--- src/rtl/demux_reg_n.sv ---
// ---------------------------------------------------------------------------
// demux_reg_n
//
// Registered one-to-N demultiplexer for the multiplier datapath.
// Each input word goes to the output channel selected by op. Every channel
// holds one word and has its own valid/ready handshake. A slow consumer
// therefore stalls only the words that are addressed to its channel.
//
// Parameters:
//   WIDTH     : data width of the input word and of each channel
//   N         : number of output channels (N >= 2)
//   SEL_W     : width of op (2**SEL_W >= N)
//   HOLD_LAST : 1 = a drained channel keeps its word, 0 = it clears to 0
//
// Ports:
//   clock      : rising-edge clock
//   reset      : synchronous, active-high reset
//   op         : destination channel index for the current word
//   entrada    : input data word
//   in_valid   : entrada/op are valid this cycle
//   in_ready   : word is accepted this cycle (combinational on op/out_ready)
//   out_data   : flattened channel data, channel k at [k*WIDTH +: WIDTH]
//   out_valid  : channel k holds an undelivered word
//   out_ready  : consumer of channel k takes its word this cycle
//   err        : one-cycle pulse after a word with op >= N is accepted
//   drop_count : saturating count of words dropped because op >= N
// ---------------------------------------------------------------------------
module demux_reg_n #(
  parameter int WIDTH     = 10,
  parameter int N         = 3,
  parameter int SEL_W     = 2,
  parameter int HOLD_LAST = 1
) (
  input  logic               clock,
  input  logic               reset,
  input  logic [SEL_W-1:0]   op,
  input  logic [WIDTH-1:0]   entrada,
  input  logic               in_valid,
  output logic               in_ready,
  output logic [N*WIDTH-1:0] out_data,
  output logic [N-1:0]       out_valid,
  input  logic [N-1:0]       out_ready,
  output logic               err,
  output logic [7:0]         drop_count
);

  typedef enum logic {
    EMPTY = 1'b0,
    FULL  = 1'b1
  } chan_state_e;

  chan_state_e state_q [N];
  chan_state_e state_d [N];

  logic [N-1:0] sel;
  logic [N-1:0] load;
  logic [N-1:0] drain;
  logic         op_hit;
  logic         drop;

  // Decode op into a one-hot channel select. An op value that matches no
  // channel leaves op_hit low, and that word is dropped.
  always_comb begin
    sel    = '0;
    op_hit = 1'b0;
    for (int k = 0; k < N; k++) begin
      if (op == SEL_W'(k)) begin
        sel[k] = 1'b1;
        op_hit = 1'b1;
      end
    end
  end

  // The addressed channel can take a word when it is empty, or when it is
  // being drained in this same cycle. Out-of-range words are always taken,
  // so that a bad op can never deadlock the producer.
  always_comb begin
    in_ready = 1'b1;
    for (int k = 0; k < N; k++) begin
      if (sel[k]) begin
        in_ready = (state_q[k] == EMPTY) || out_ready[k];
      end
    end
  end

  // Per-channel load and drain strobes, and the drop strobe.
  always_comb begin
    for (int k = 0; k < N; k++) begin
      out_valid[k] = (state_q[k] == FULL);
    end
    load  = sel & {N{in_valid && in_ready}};
    drain = out_valid & out_ready;
    drop  = in_valid && !op_hit;
  end

  // Next-state logic for each channel. A load wins over a drain, so a
  // channel that is loaded and drained in the same cycle stays FULL.
  always_comb begin
    for (int k = 0; k < N; k++) begin
      state_d[k] = state_q[k];
      if (load[k]) begin
        state_d[k] = FULL;
      end else if (drain[k]) begin
        state_d[k] = EMPTY;
      end
    end
  end

  // State register for the channels.
  always_ff @(posedge clock) begin
    for (int k = 0; k < N; k++) begin
      if (reset) begin
        state_q[k] <= EMPTY;
      end else begin
        state_q[k] <= state_d[k];
      end
    end
  end

  // Channel data registers. A drained channel is cleared only when
  // HOLD_LAST is 0. A load in the same cycle takes priority.
  always_ff @(posedge clock) begin
    if (reset) begin
      out_data <= '0;
    end else begin
      for (int k = 0; k < N; k++) begin
        if (load[k]) begin
          out_data[k*WIDTH +: WIDTH] <= entrada;
        end else if (drain[k] && (HOLD_LAST == 0)) begin
          out_data[k*WIDTH +: WIDTH] <= '0;
        end
      end
    end
  end

  // Error pulse and saturating drop counter. Both update on the same edge
  // that accepts the bad word.
  always_ff @(posedge clock) begin
    if (reset) begin
      err        <= 1'b0;
      drop_count <= 8'd0;
    end else begin
      err <= drop;
      if (drop && (drop_count != 8'hFF)) begin
        drop_count <= drop_count + 8'd1;
      end
    end
  end

endmodule

--- config.mk ---
export PLATFORM = sky130hd
export DESIGN_NAME = demux_reg_n
export DESIGN_NICKNAME = d
export VERILOG_FILES = /design/src/rtl/demux_reg_n.sv
export SDC_FILE = /design/constraint.sdc
export NUM_CORES = 1
export LEC_CHECK = 0
export BUFFER_PORTS_ARGS = -buffer_cell sky130_fd_sc_hd__buf_2
export CORE_UTILIZATION = 45
export CTS_BUF_LIST = sky130_fd_sc_hd__clkbuf_4
export CTS_CLUSTER_SIZE = 16
export DETAILED_ROUTE_END_ITERATION = 16
export PLACE_DENSITY = 0.73
export SYNTH_ARGS = -nofsm -noshare
export SYNTH_HDL_FRONTEND = slang
export SYNTH_SLANG_ARGS = --single-unit
--- constraint.sdc ---
create_clock -name clock -period 2.05 [get_ports clock]
set_input_delay 0 -clock clock [delete_from_list [all_inputs] [get_ports clock]]
set_output_delay 0 -clock clock [all_outputs]
set_load 0.01 [all_outputs]
== Yosys cells after proc, flatten, opt, wreduce, memory -nomap -nowiden ==
Memory sizes are Yosys's and may differ from the RTL's.
Cells that the tools add are included.

* Register bits after elaboration: 39
* Bits in writable memories: 3
* Logic and storage cells: 46
* Memories: 1
* Input port bits: 18
* Output and inout port bits: 43

* Mux-type cells: 20
* $add $sub $neg: 1
* Reduce and logical (&&, ||, !) cells: 8
* Bitwise operators: 8
* Equality and inequality tests: 3

{| class="wikitable"
|+ Memory list
! name !! depth !! bits a word !! rd ports !! clocked after Yosys merged registers in !! write ports !! line !! RTL
|-
| state_q || 3 || 1 || 3 || 0 || 3 || 52 || <nowiki>chan_state_e state_q [N];</nowiki>
|}

{| class="wikitable"
|+ Operators by type and width
! cell !! number
|-
| two-way mux 1 bit || 20
|-
| adder 8 x 1 -> 8 bit (second input constant) || 1
|-
| != test 8 bit (second input constant) || 1
|-
| bitwise AND 3 bit || 2
|-
| logical AND 1 bit || 3
|-
| logical OR 1 bit || 3
|-
| inverter 1 bit || 3
|-
| OR 1 bit || 3
|-
| equality test 2 x 1 -> 1 bit (second input constant) || 1
|-
| equality test 2 bit (second input constant) || 1
|-
| zero test 2 bit || 1
|-
| zero test 1 bit || 1
|}

== Depth between registers and ports, before layout ==
* Word-level depth: 9
* Mapped depth: 5
* Gate-level depth less buffers: 5

== Worst setup path after synthesis ==
No wires, ideal clock.

* Path type: register to register
* Start: reg drop_count[0]
* End: reg drop_count[1]
* Setup time: 117 ps
* Stages on the path, launching flop included: 6
* Buffers on the path: 0
* Data required time: 1,933 ps
* Data arrival time: 1,324 ps
* Setup slack: 609 ps
* Clock period less this slack: 1,441 ps
* Cell sequence: dfxtp_1 -> ha_1 -> nand3_1 -> o21ai_0 -> mux2i_1 -> nor2_1

* Word-level cells in the longest chain between the ends: 2
* Elaborated cells on any way between the ends: 3
* Those cells by class: 1 x add/sub; 1 x eq/ne; 1 x reduce/logical

{| class="wikitable"
|+ RTL lines
! item !! line !! RTL
|-
| start, declared || 44 || <nowiki>output logic [7:0] drop_count</nowiki>
|-
| start signal, assigned || 145 || <nowiki>drop_count <= drop_count + 8'd1;</nowiki>
|-
| parallel branches: the longest is 2 deep, another holds adder 8 x 1 -> 8 bit || -- ||
|}

Parallel ways; which one is timed is not known.
A chain may end at the register's enable or synchronous reset.

== Final worst setup path ==
Same ends and word-level chain as after synthesis.

==> results.cfg <==
[clock_tree]
clk_pin_slew_ps = 120
cts_root_buf = clkbuf_4
cts_buffers = 5
worstSkewPairLatency_ps = 340
htreeDepth = 2
clockBufferDepth = 2
cts_tree = yes
clkSinkCount = 42
post_cts_resized = 0

[placed_design]
dp_slack_ps = 560
place.gp.congestion = 0.793
port_buffers = 60
dp_hpwl_mm = 2.31

[floorplanning]
die_y_um = 62.9
core_area_um2 = 3440
dieArea_um2 = 3950
io_pins = 61
fp-row-count = 21
start_util_pct = 48.5
die_w_um = 62.9

[synth]
synth_top_family_by_area = multiplexers
synthAdderAreaFrac_pct = 0.750
synth_cell_types = 30
synth_xor_xnor_area_share_pct = 0.525
syn_area_um2 = 1670
muxShareOfSynthArea_pct = 19.2
syn_inst = 169
synth_seq_area_share_pct = 50.4
synth_compound_area_share_pct = 5.55
synthSimpleGateAreaFrac_pct = 18.8
yosys_warnings = 0
syn-num-nets = 188
avgSynthCellArea_um2 = 9.87
ys_ff_latch = 42

[timing]
relSlewSlack_pct = 73.7
fin_setup_tns_ps = 0
hold-worst-slack_ps = 48.7
worst_slack_ps = 557
rsz0062_at_grt = false
final-hold-violation-count = 0
finClkSkew_ps = 5.85
min_period_over_period_pct = 72.8
fmax_ghz = 0.670
drv_slew = 0
setup_viol = 0
final.min_clock_period_ps = 1490
worst_pin_slew_ps = 395

[finish]
syn_to_final_growth_pct = 31.7
final_layout_size_suffix_gt1_share_pct = 31.1
multiInputGateArea_um2 = 752
antenna_cells_inserted = 0
final-seq-area_um2 = 841
fin_nets = 262
fillCellCount = 303

[drt]
first_iter_violations = 77
first_pass_iters = 4
antenna_left = 0
wl_per_cell_um = 12.0
vias = 1397
drcViolationCount = 0
viasPerCell = 4.82
totalWireLength_mm = 3.49

[min_path]
holdPathEnd = err
hp-class = in -> reg
min_path_cells = 2
min_from = reset

[setup_path]
critPathKind = reg -> reg
cp.required_ps = 2290
cp_max_fo = 4
critPathArrivalTime_ps = 1730
r2r_cells = 5
rrSetupSlack_ps = 560
r2r_end = drop_count[1]
endpoint_kind = register
r2r_start = drop_count[0]
critPathLaunchType = register

[global_routing]
grt_max_degree = 23
first_global_vias = 1347
overflow = 0
antenna_found_initial = 0
grt_pass1_wl_mm = 6.02
grt_usage_pct = 19.3

[flow_run]
max-cap-violations = 0

[power]
seqPwrFrac_pct = 59.9
combinationalPowerShare_pct = 11.8
power.static_leakage_nw = 1.05
switchingPower_w = 0.000366
clockPowerShare_pct = 28.3
p_sw_share_pct = 25.7
powerDensity_nw_per_um2 = 648
p_int_w = 0.00106
ir_drop_mv = 0.379

[status]
status = finished clean
## kinds of logic (layout without fill, tap and decap cells)
logic type / after synthesis / after routing
AND/OR/NAND/NOR: 65 / 65
flip-flops: 42 / 42
multiplexers: 32 / 32
AO/OA/AOI/OAI: 15 / 15
buffers and inverters: 13 / 88
adder cells (fa/ha/maj): 1 / 1
XOR/XNOR: 1 / 1
## sequential cells by signal (all words and copies together), names as in the netlist
register    count
drop_count      8
state_q         3
out_data       30
err             1
## power groups by stage
stage               sequential, W  clock (W)  combinational, W
detailed placement       0.000872          0          0.000145
floorplan                0.000882          0         0.0000798
global route             0.000857   0.000458          0.000184
finish                   0.000853   0.000403          0.000167
CTS                      0.000854   0.000421          0.000168
global placement         0.000871          0          0.000144
## layout make-up
type,count,area share [%]
Clock buffer,5,1.71
Sequential cell,42,38.3
Clock inverter,3,0.969
Tap cell,46,2.62
Multi-Input combinational cell,114,34.2
Inverter,1,0.171
Timing Repair Buffer,79,22.0
## Yosys cell counts, drive strengths merged
| cell type | number | area [µm²] |
|---|---|---|
| dfxtp | 42 | 841 |
| nor2 | 38 | 143 |
| mux2i | 32 | 320 |
| buf | 9 | 65.1 |
| a21oi | 6 | 30.0 |
| nand2 | 5 | 18.8 |
| nor3 | 5 | 25.0 |
| nand2b | 4 | 25.0 |
| o21ai | 4 | 20.0 |
| clkbuf | 3 | 11.3 |
| nand3 | 3 | 15.0 |
| and3 | 2 | 18.8 |
| nand4 | 2 | 27.5 |
| nor2b | 2 | 12.5 |
| a211oi | 1 | 7.51 |
| a31o | 1 | 8.76 |
| ha | 1 | 12.5 |
| inv | 1 | 3.75 |
| nand3b | 1 | 7.51 |
| nor4 | 1 | 6.26 |
| o2111a | 1 | 11.3 |
| o21a | 1 | 7.51 |
| o31ai | 1 | 7.51 |
| or3 | 1 | 6.26 |
| or4 | 1 | 7.51 |
| xor2 | 1 | 8.76 |
## metrics by stage
stage / instances / power (W) / utilization [%] / cell area (µm²)
floorplan: 169 / 0.000962 / - / 1670
global placement: 266 / 0.00101 / 57.4 / 1980
detailed placement: 266 / 0.00102 / 57.4 / 1980
CTS: 290 / 0.00144 / 63.8 / 2200
global route: 290 / 0.00150 / 63.8 / 2200
finish: 290 / 0.00142 / 63.8 / 2200
## repair_timing
action	CTS	global route
setup buffers	0	0
endpoints found under the hold margin	34	0
hold buffers	16	0
## worst max-delay path by stage
stage	startpoint	end	slack, ps	cells past startpoint
final	drop_count[0]	drop_count[1]	560	5
after global routing	drop_count[1]	drop_count[1]	370	5
after CTS	drop_count[0]	drop_count[1]	540	5
after detailed placement	drop_count[0]	drop_count[1]	560	5
after global placement	drop_count[0]	drop_count[1]	580	5
after floorplan	drop_count[0]	drop_count[1]	610	5
## metal layers
layer / share of wire [%] / track usage, %
met1: 46 / 23.7
met2: 48 / 32.5
met3: 3.9 / 3.28
met4: 1.6 / 8.72
met5: 0 / 0
## layout by cell type (no fill, tap or decap), types with 2 or more instances in the layout
cell type	Yosys	final
buf_2	4	60
dfxtp_1	42	42
nor2_1	38	38
mux2i_1	32	32
dlygate4sd3_1	0	16
a21oi_1	6	6
nand2_1	5	5
clkbuf_4	0	5
nand2b_1	4	4
o21ai_0	4	4
nor3_1	5	4
nand3_1	3	3
buf_4	3	3
nor2b_1	2	2
## critical path, stage by stage, from the launching register on
cell and delay, ps:
dfxtp_1 440, ha_1 250, nand3_1 110, o21ai_0 320
mux2i_1 220, nor2_1 50
Note: power is estimated with default switching activity, not from simulation.
